==> src/rtl/score_pkg.sv <==
// Shared types and seven-segment constants for the score counter.
package score_pkg;

  typedef logic [6:0] seg7_t;
  typedef logic [3:0] bcd_digit_t;

  // Active-low segments, bit order {g,f,e,d,c,b,a}
  localparam seg7_t SEG_0     = 7'b1000000;
  localparam seg7_t SEG_1     = 7'b1111001;
  localparam seg7_t SEG_2     = 7'b0100100;
  localparam seg7_t SEG_3     = 7'b0110000;
  localparam seg7_t SEG_4     = 7'b0011001;
  localparam seg7_t SEG_5     = 7'b0010010;
  localparam seg7_t SEG_6     = 7'b0000010;
  localparam seg7_t SEG_7     = 7'b1111000;
  localparam seg7_t SEG_8     = 7'b0000000;
  localparam seg7_t SEG_9     = 7'b0010000;
  localparam seg7_t SEG_BLANK = 7'b1111111;

endpackage

==> src/rtl/seg7_decode.sv <==
// Combinational BCD digit to active-low seven-segment decoder with blanking.
module seg7_decode
  import score_pkg::*;
(
  input  bcd_digit_t digit,
  input  logic       blank,
  output seg7_t      seg
);

  // Blank overrides the digit; non-BCD codes also show blank
  always_comb begin
    seg = SEG_BLANK;
    if (!blank) begin
      case (digit)
        4'd0:    seg = SEG_0;
        4'd1:    seg = SEG_1;
        4'd2:    seg = SEG_2;
        4'd3:    seg = SEG_3;
        4'd4:    seg = SEG_4;
        4'd5:    seg = SEG_5;
        4'd6:    seg = SEG_6;
        4'd7:    seg = SEG_7;
        4'd8:    seg = SEG_8;
        4'd9:    seg = SEG_9;
        default: seg = SEG_BLANK;
      endcase
    end
  end

endmodule

==> src/rtl/score_counter.sv <==
// Multi-digit BCD score counter with edge-detected inc/dec, saturate or
// wrap at MAX_SCORE, floor at zero, and seven-segment outputs.
module score_counter
  import score_pkg::*;
#(
  parameter int NUM_DIGITS    = 2,
  parameter int MAX_SCORE     = 99,
  parameter bit SATURATE      = 1'b1,
  parameter bit BLANK_LEADING = 1'b1
) (
  input  logic                    clk,
  input  logic                    reset,
  input  logic                    clear,
  input  logic                    inc,
  input  logic                    dec,
  output logic [4*NUM_DIGITS-1:0] score_bcd,
  output logic [7*NUM_DIGITS-1:0] hex,
  output logic                    at_max,
  output logic                    rollover
);

  // Binary to packed BCD, used only to build the MAX_SCORE compare constant
  function automatic logic [4*NUM_DIGITS-1:0] to_bcd(input int value);
    logic [4*NUM_DIGITS-1:0] r;
    int t;
    r = '0;
    t = value;
    for (int i = 0; i < NUM_DIGITS; i++) begin
      r[4*i +: 4] = 4'(t % 10);
      t = t / 10;
    end
    return r;
  endfunction

  localparam logic [4*NUM_DIGITS-1:0] MAX_BCD = to_bcd(MAX_SCORE);

  generate
    if (NUM_DIGITS < 1 || NUM_DIGITS > 6) begin : g_bad_digits
      $error("score_counter: NUM_DIGITS must be 1..6");
    end
    if (MAX_SCORE < 0 || MAX_SCORE > (10 ** NUM_DIGITS) - 1) begin : g_bad_max
      $error("score_counter: MAX_SCORE does not fit in NUM_DIGITS BCD digits");
    end
  endgenerate

  bcd_digit_t [NUM_DIGITS-1:0] score;
  bcd_digit_t [NUM_DIGITS-1:0] score_inc;
  bcd_digit_t [NUM_DIGITS-1:0] score_dec;
  seg7_t      [NUM_DIGITS-1:0] seg;
  logic       [NUM_DIGITS-1:0] blank;
  logic inc_q, dec_q;
  logic inc_rise, dec_rise;
  logic is_zero;

  assign inc_rise  = inc & ~inc_q;
  assign dec_rise  = dec & ~dec_q;
  assign is_zero   = (score == '0);
  assign at_max    = (score == MAX_BCD);
  assign score_bcd = score;
  assign hex       = seg;

  // BCD ripple-carry increment: a 9 rolls to 0 and carries upward
  always_comb begin
    logic carry;
    score_inc = score;
    carry     = 1'b1;
    for (int i = 0; i < NUM_DIGITS; i++) begin
      if (carry) begin
        if (score[i] == 4'd9) begin
          score_inc[i] = 4'd0;
        end else begin
          score_inc[i] = score[i] + 4'd1;
          carry        = 1'b0;
        end
      end
    end
  end

  // BCD ripple-borrow decrement: a 0 becomes 9 and borrows upward
  always_comb begin
    logic borrow;
    score_dec = score;
    borrow    = 1'b1;
    for (int i = 0; i < NUM_DIGITS; i++) begin
      if (borrow) begin
        if (score[i] == 4'd0) begin
          score_dec[i] = 4'd9;
        end else begin
          score_dec[i] = score[i] - 4'd1;
          borrow       = 1'b0;
        end
      end
    end
  end

  // Score state, edge-detect history and the one-cycle rollover pulse
  always_ff @(posedge clk or posedge reset) begin
    if (reset) begin
      score    <= '0;
      inc_q    <= 1'b0;
      dec_q    <= 1'b0;
      rollover <= 1'b0;
    end else begin
      // history always tracks the inputs, even while clear is active
      inc_q    <= inc;
      dec_q    <= dec;
      rollover <= 1'b0;
      if (clear) begin
        score <= '0;
      end else if (inc_rise && dec_rise) begin
        score <= score;
      end else if (inc_rise) begin
        if (at_max) begin
          if (!SATURATE) begin
            score    <= '0;
            rollover <= 1'b1;
          end
        end else begin
          score <= score_inc;
        end
      end else if (dec_rise) begin
        if (!is_zero) begin
          score <= score_dec;
        end
      end
    end
  end

  // Per-digit blanking and decode; digit 0 is never blanked
  genvar gi;
  generate
    for (gi = 0; gi < NUM_DIGITS; gi++) begin : g_digit
      if (gi == 0) begin : g_low
        assign blank[gi] = 1'b0;
      end else begin : g_high
        assign blank[gi] = BLANK_LEADING && (score[NUM_DIGITS-1:gi] == '0);
      end
      seg7_decode u_dec (
        .digit (score[gi]),
        .blank (blank[gi]),
        .seg   (seg[gi])
      );
    end
  endgenerate

endmodule

==> config.mk <==
export PLATFORM = sky130hd
export DESIGN_NAME = score_counter
export DESIGN_NICKNAME = d
export VERILOG_FILES = /design/src/rtl/score_pkg.sv /design/src/rtl/seg7_decode.sv /design/src/rtl/score_counter.sv
export SDC_FILE = /design/constraint.sdc
export NUM_CORES = 1
export LEC_CHECK = 0
export CAP_MARGIN = 10
export CORE_UTILIZATION = 35
export DETAILED_ROUTE_END_ITERATION = 7
export DONT_BUFFER_PORTS = 1
export SYNTH_ARGS = -nofsm -noshare
export SYNTH_HDL_FRONTEND = slang
export SYNTH_SLANG_ARGS = --single-unit
==> constraint.sdc <==
create_clock -name clk -period 2.2 [get_ports clk]
set_input_delay 0.44 -clock clk [delete_from_list [all_inputs] [get_ports clk]]
set_output_delay 0.44 -clock clk [all_outputs]
set_load 0.05 [all_outputs]
Yosys cells after proc, flatten, opt, wreduce, memory -nomap -nowiden

Memory sizes are Yosys's and may differ from the RTL's.
Index checks and enable logic that the tools add are counted.

Memories kept: 2
Register bits after elaboration: 10
Input bits: 5
Output and inout port bits: 24
ROM bits: 224

Memories:

| name            | depth | width | read ports | clocked after memory_dff | wr ports | line              | RTL |
|---|---|---|---|---|---|---|---|
| (no name shown) | 16    | 7     | 1          | 0                        | 0        | seg7_decode.sv:14 | `case (digit)` |
| (no name shown) | 16    | 7     | 1          | 0                        | 0        | seg7_decode.sv:14 |  |

Add/sub/neg operators: 4
Muxes and demuxes: 15
Reduce and logical (&&, ||, !) cells: 8
Bitwise operators: 4
Equality and inequality tests: 7

Operator list:

| cell                | count |
|---|---|
| $mux 8              | 6 |
| $mux 4              | 6 |
| $add 4x1->4 const B | 2 |
| $eq 4x4->1 const B  | 2 |
| $eq 8x8->1 const B  | 1 |
| $logic_not 4->1     | 2 |
| $logic_not 8->1     | 1 |
| $sub 4x1->4 const B | 2 |
| $mux 7              | 1 |
| $ne 3x3->1 const B  | 2 |
| $reduce_and 6->1    | 1 |
| $reduce_bool 3->1   | 2 |
| $reduce_and 4->1    | 1 |
| $ne 3x2->1 const B  | 1 |
| $and 1x1->1         | 2 |
| $mux 1              | 2 |
| $ne 2x2->1 const B  | 1 |
| $not 1->1           | 2 |
| $logic_and 1x1->1   | 1 |

Logic depth before layout (Yosys ltp)

Word-level depth: 8
Gate-level depth with buffers: 7
Depth with buffers taken out: 7

Modules after synthesis

A second synthesis with hierarchy kept.

Cells, all modules: 158
Area total of the unflattened synthesis: 1291.2 um^2

By module, submodules not included:

| module        | sequential area each (um^2) | area each (um^2) | cells each | times used |
|---|---|---|---|---|
| score_counter | 250.2                       | 785.8            | 88         | 1 |
| seg7_decode   | 0.0                         | 252.7            | 35         | 2 |

Worst setup path before layout

Ideal clock, no wire load.

Path kind: register -> output
Start point: register score (netlist bit score_bcd[1])
End point: output port hex[4]
Setup slack: -0.672 ns
Cell stages (with the launch flop): 5
Arrival: 2.432 ns
Required time: 1.760 ns
Cell sequence: dfrtp_1 inv_1 ha_1 ha_1 o21ai_0

Word-level cells in the longest chain between the ends: 1

RTL lines:

| what                   | line                 | RTL |
|---|---|---|
| start, declared        | score_counter.sv:46  | `bcd_digit_t [NUM_DIGITS-1:0] score;` |
| start signal, assigned | score_counter.sv:111 | `score <= score;` |
| start signal, assigned | score_counter.sv:119 | `score <= score_inc;` |
| start signal, assigned | score_counter.sv:123 | `score <= score_dec;` |
| $mem_v2 16x7           | -                    |  |
| end, declared          | score_counter.sv:17  | `output logic [7*NUM_DIGITS-1:0] hex,` |

No other way between the ends.

Worst setup path after layout

Start point: register score (netlist bit score_bcd[5])
End point: output port hex[10]

Word-level cells in the longest chain between the ends: 2
Elaborated cells on any way between the ends: 3
Those cells by class: mux: 1; reduce/logical: 1; memory: 1

RTL lines:

| what                                            | line              | RTL |
|---|---|---|
| $mem_v2 16x7 or $logic_not 4->1 (tied branches) | -                 |  |
| $mux 7 *                                        | seg7_decode.sv:13 | `if (!blank) begin` |

Every way passes the cells marked *; elsewhere a longest branch is shown, timed or not.

==> impl_metrics.ini <==
[worst_setup_path]
start_kind = flip-flop
rrSetupSlack_ns = 0.19
path_cells = inv_1, ha_2, or3_1, a21oi_1, a31oi_2, buf_12
r2r-start = score_bcd[5]
cp_max_fo = 8
critPathBufInv = 2
required_ns = 1.76
reg2reg_depth = 7
cp_top_family = flip-flops
crit_path_start = score_bcd[5]
worstSetupPathType = flip-flop to output pin
end_kind = output pin
slowest_delay_ns = 0.35
r2r-end = score_bcd[6]
cp.arrival_ns = 1.71
cpMaxStageDelayCell = dfrtp_2

[clock_tree]
cts_buffers = 3
clock-sinks = 10
cts_tree = built
cts-hold-fix-buffers = 0
h-tree-depth = 1
clk_pin_slew_ns = 0.06
worstSkewPairLatency_ns = 0.26
clockBufferDepth = 2
cts_root_buffer = clkbuf_4

[synth]
synth_area_per_cell_um2 = 7.795
synth_seq_area_share_pct = 21.69
yosysTopAreaCell = dfrtp_1
synth_nets = 165
synth_enable_flop_cells = 0
synthTopCellsByCount = nor2_1, o21ai_0, a21oi_1
netlist-cell-type-count = 41
synthFlopType = dfrtp_1
synthArstFlopShare_pct = 100.0
synth_area_leaders = dfrtp_1, ha_1, o21ai_0, a21oi_1, nor2_1
syn_area_um2 = 1154
netlist.area_leader.share_pct = 21.69
syn_inst = 148
ys_ff_latch = 10
ys_warn_count = 0

[sta]
fin_crit_sh_pct = 97.55
final_hold_viol_count = 0
finalSetupViolations = 0
fmax_mhz = 466.0
clock_skew_ns = 0.0004541
worst_slack_ns = 0.05389
setup_tns_ns = 0
rsz0062_at_grt = yes
drv_slew = 0
min_period_ns = 2.146

[routing]
via_per_inst = 5.479
drc = 0
avgRoutedWirePerCell_um = 14.45
drt_pass1_iterations = 4
ant_nets = 0
vias = 1189
first_iter_violations = 45
finalWirelength_mm = 3.136

[placement]
place.gp.congestion = 0.8952
place_inst = 213
port-buffer-count = 0
hpwlAfterDp_mm = 2.434
pre_cts_slack_ns = 0.1950

[floorplanning]
die_y_um = 59.41
rows = 20
io_pins = 29
start_util_pct = 37.48
coreArea_um2 = 3078
dieArea_um2 = 3530
die_width_um = 59.41

[cells_and_area]
antenna_cells = 0
fin_nets = 192
final_layout_size_suffix_gt1_share_pct = 38.73
regArea_um2 = 256.5
n_fill_cell = 288
fin_cells = 217
area_growth_pct = 43.49
multi_input_area_um2 = 914.6

[run_status]
status = finished, final reports clean

[grt]
grt_max_degree = 16
grt_pass1_vias = 1110
grt_overflow = 0
antenna_found_initial = 0
grt_usage_pct = 19.04
grt_first_pass_wirelength_mm = 5.147

[run]
cap_violations = 0

[hold_path]
hold_class = input port to async pin
-- cells by family after synthesis --
kind of cell | Yosys count | synth area share, %
AND/OR/NAND/NOR | 53 | 25.05
flip-flops | 10 | 21.69
XOR/XNOR | 3 | 2.278
adder cells (fa/ha/maj) | 12 | 13.01
buffers and inverters | 18 | 6.724
other | 1 | 0.3251
multiplexers | 4 | 4.339
AO/OA/AOI/OAI | 47 | 26.57
-- metal layers --
layer	global-route usage (%)	up-vias	wire length (um)
met4	6.463	0	26
met1	26.24	569	1481
met5	0	-	0
met2	30.66	34	1527
li1	-	582	-
met3	2.183	4	101
-- registers in the layout (all words and copies together) (netlist names) --
register,count
score_bcd,8
inc_q,1
dec_q,1
-- layout by cell type, fill, tap and decap left out, types with 2 or more instances in the layout --
cell       n
ha_2       2
ha_1      10
o311ai_0   2
xnor2_1    2
nor2b_1    2
a21oi_1   11
nand3_1    5
nor3_1     5
dfrtp_2    5
mux2_4     2
buf_4     20
and3_1     2
o21ai_0    9
buf_12    11
or3_1      3
nor2_1     9
nor4_1     2
a22oi_2    2
o21ai_1    2
mux2i_1    2
nand2_1   11
a31oi_1    5
dfrtp_1    5
clkbuf_4   3
a211o_1    2
nor2_2     5
o21ai_2    3
inv_1      8
-- final cells by class --
class,instances,share of cell area (%)
Timing Repair Buffer,31,22.37
Sequential cell,10,15.50
Multi-Input combinational cell,120,55.25
Clock buffer,3,1.361
Inverter,9,2.192
Tap cell,44,3.326
-- worst max path at each step --
stage                              end  slack (ns)  cells past startpoint
after floorplan                 hex[5]        -0.1                      5
after global placement    score_bcd[6]        0.22                      7
after detailed placement  score_bcd[6]        0.20                      7
after CTS                       hex[7]        0.02                      4
after global routing           hex[10]       -0.04                      6
final                          hex[10]        0.05                      6
-- repair_timing --
action,in CTS,in global routing
endpoints found under the hold margin,0,0
buffers inserted,0,1
endpoints found under the setup margin,8,9
gates resized for setup,5,3
pin swaps,0,0
gates cloned,0,0
-- metrics by stage --
step | instance area (um^2) | utilization [%] | hold WS (ns)
finish | 1655 | 53.78 | 0.04381
global route | 1655 | 53.78 | 0.07801
CTS | 1637 | 53.17 | 0.05831
detailed placement | 1605 | 52.15 | 0.3365
global placement | 1605 | 52.15 | 0.3284
floorplan | 1231 | - | 0.2799
Power is not shown: default switching activity piles up to over one toggle a cycle in this logic, so the estimate is an artifact.
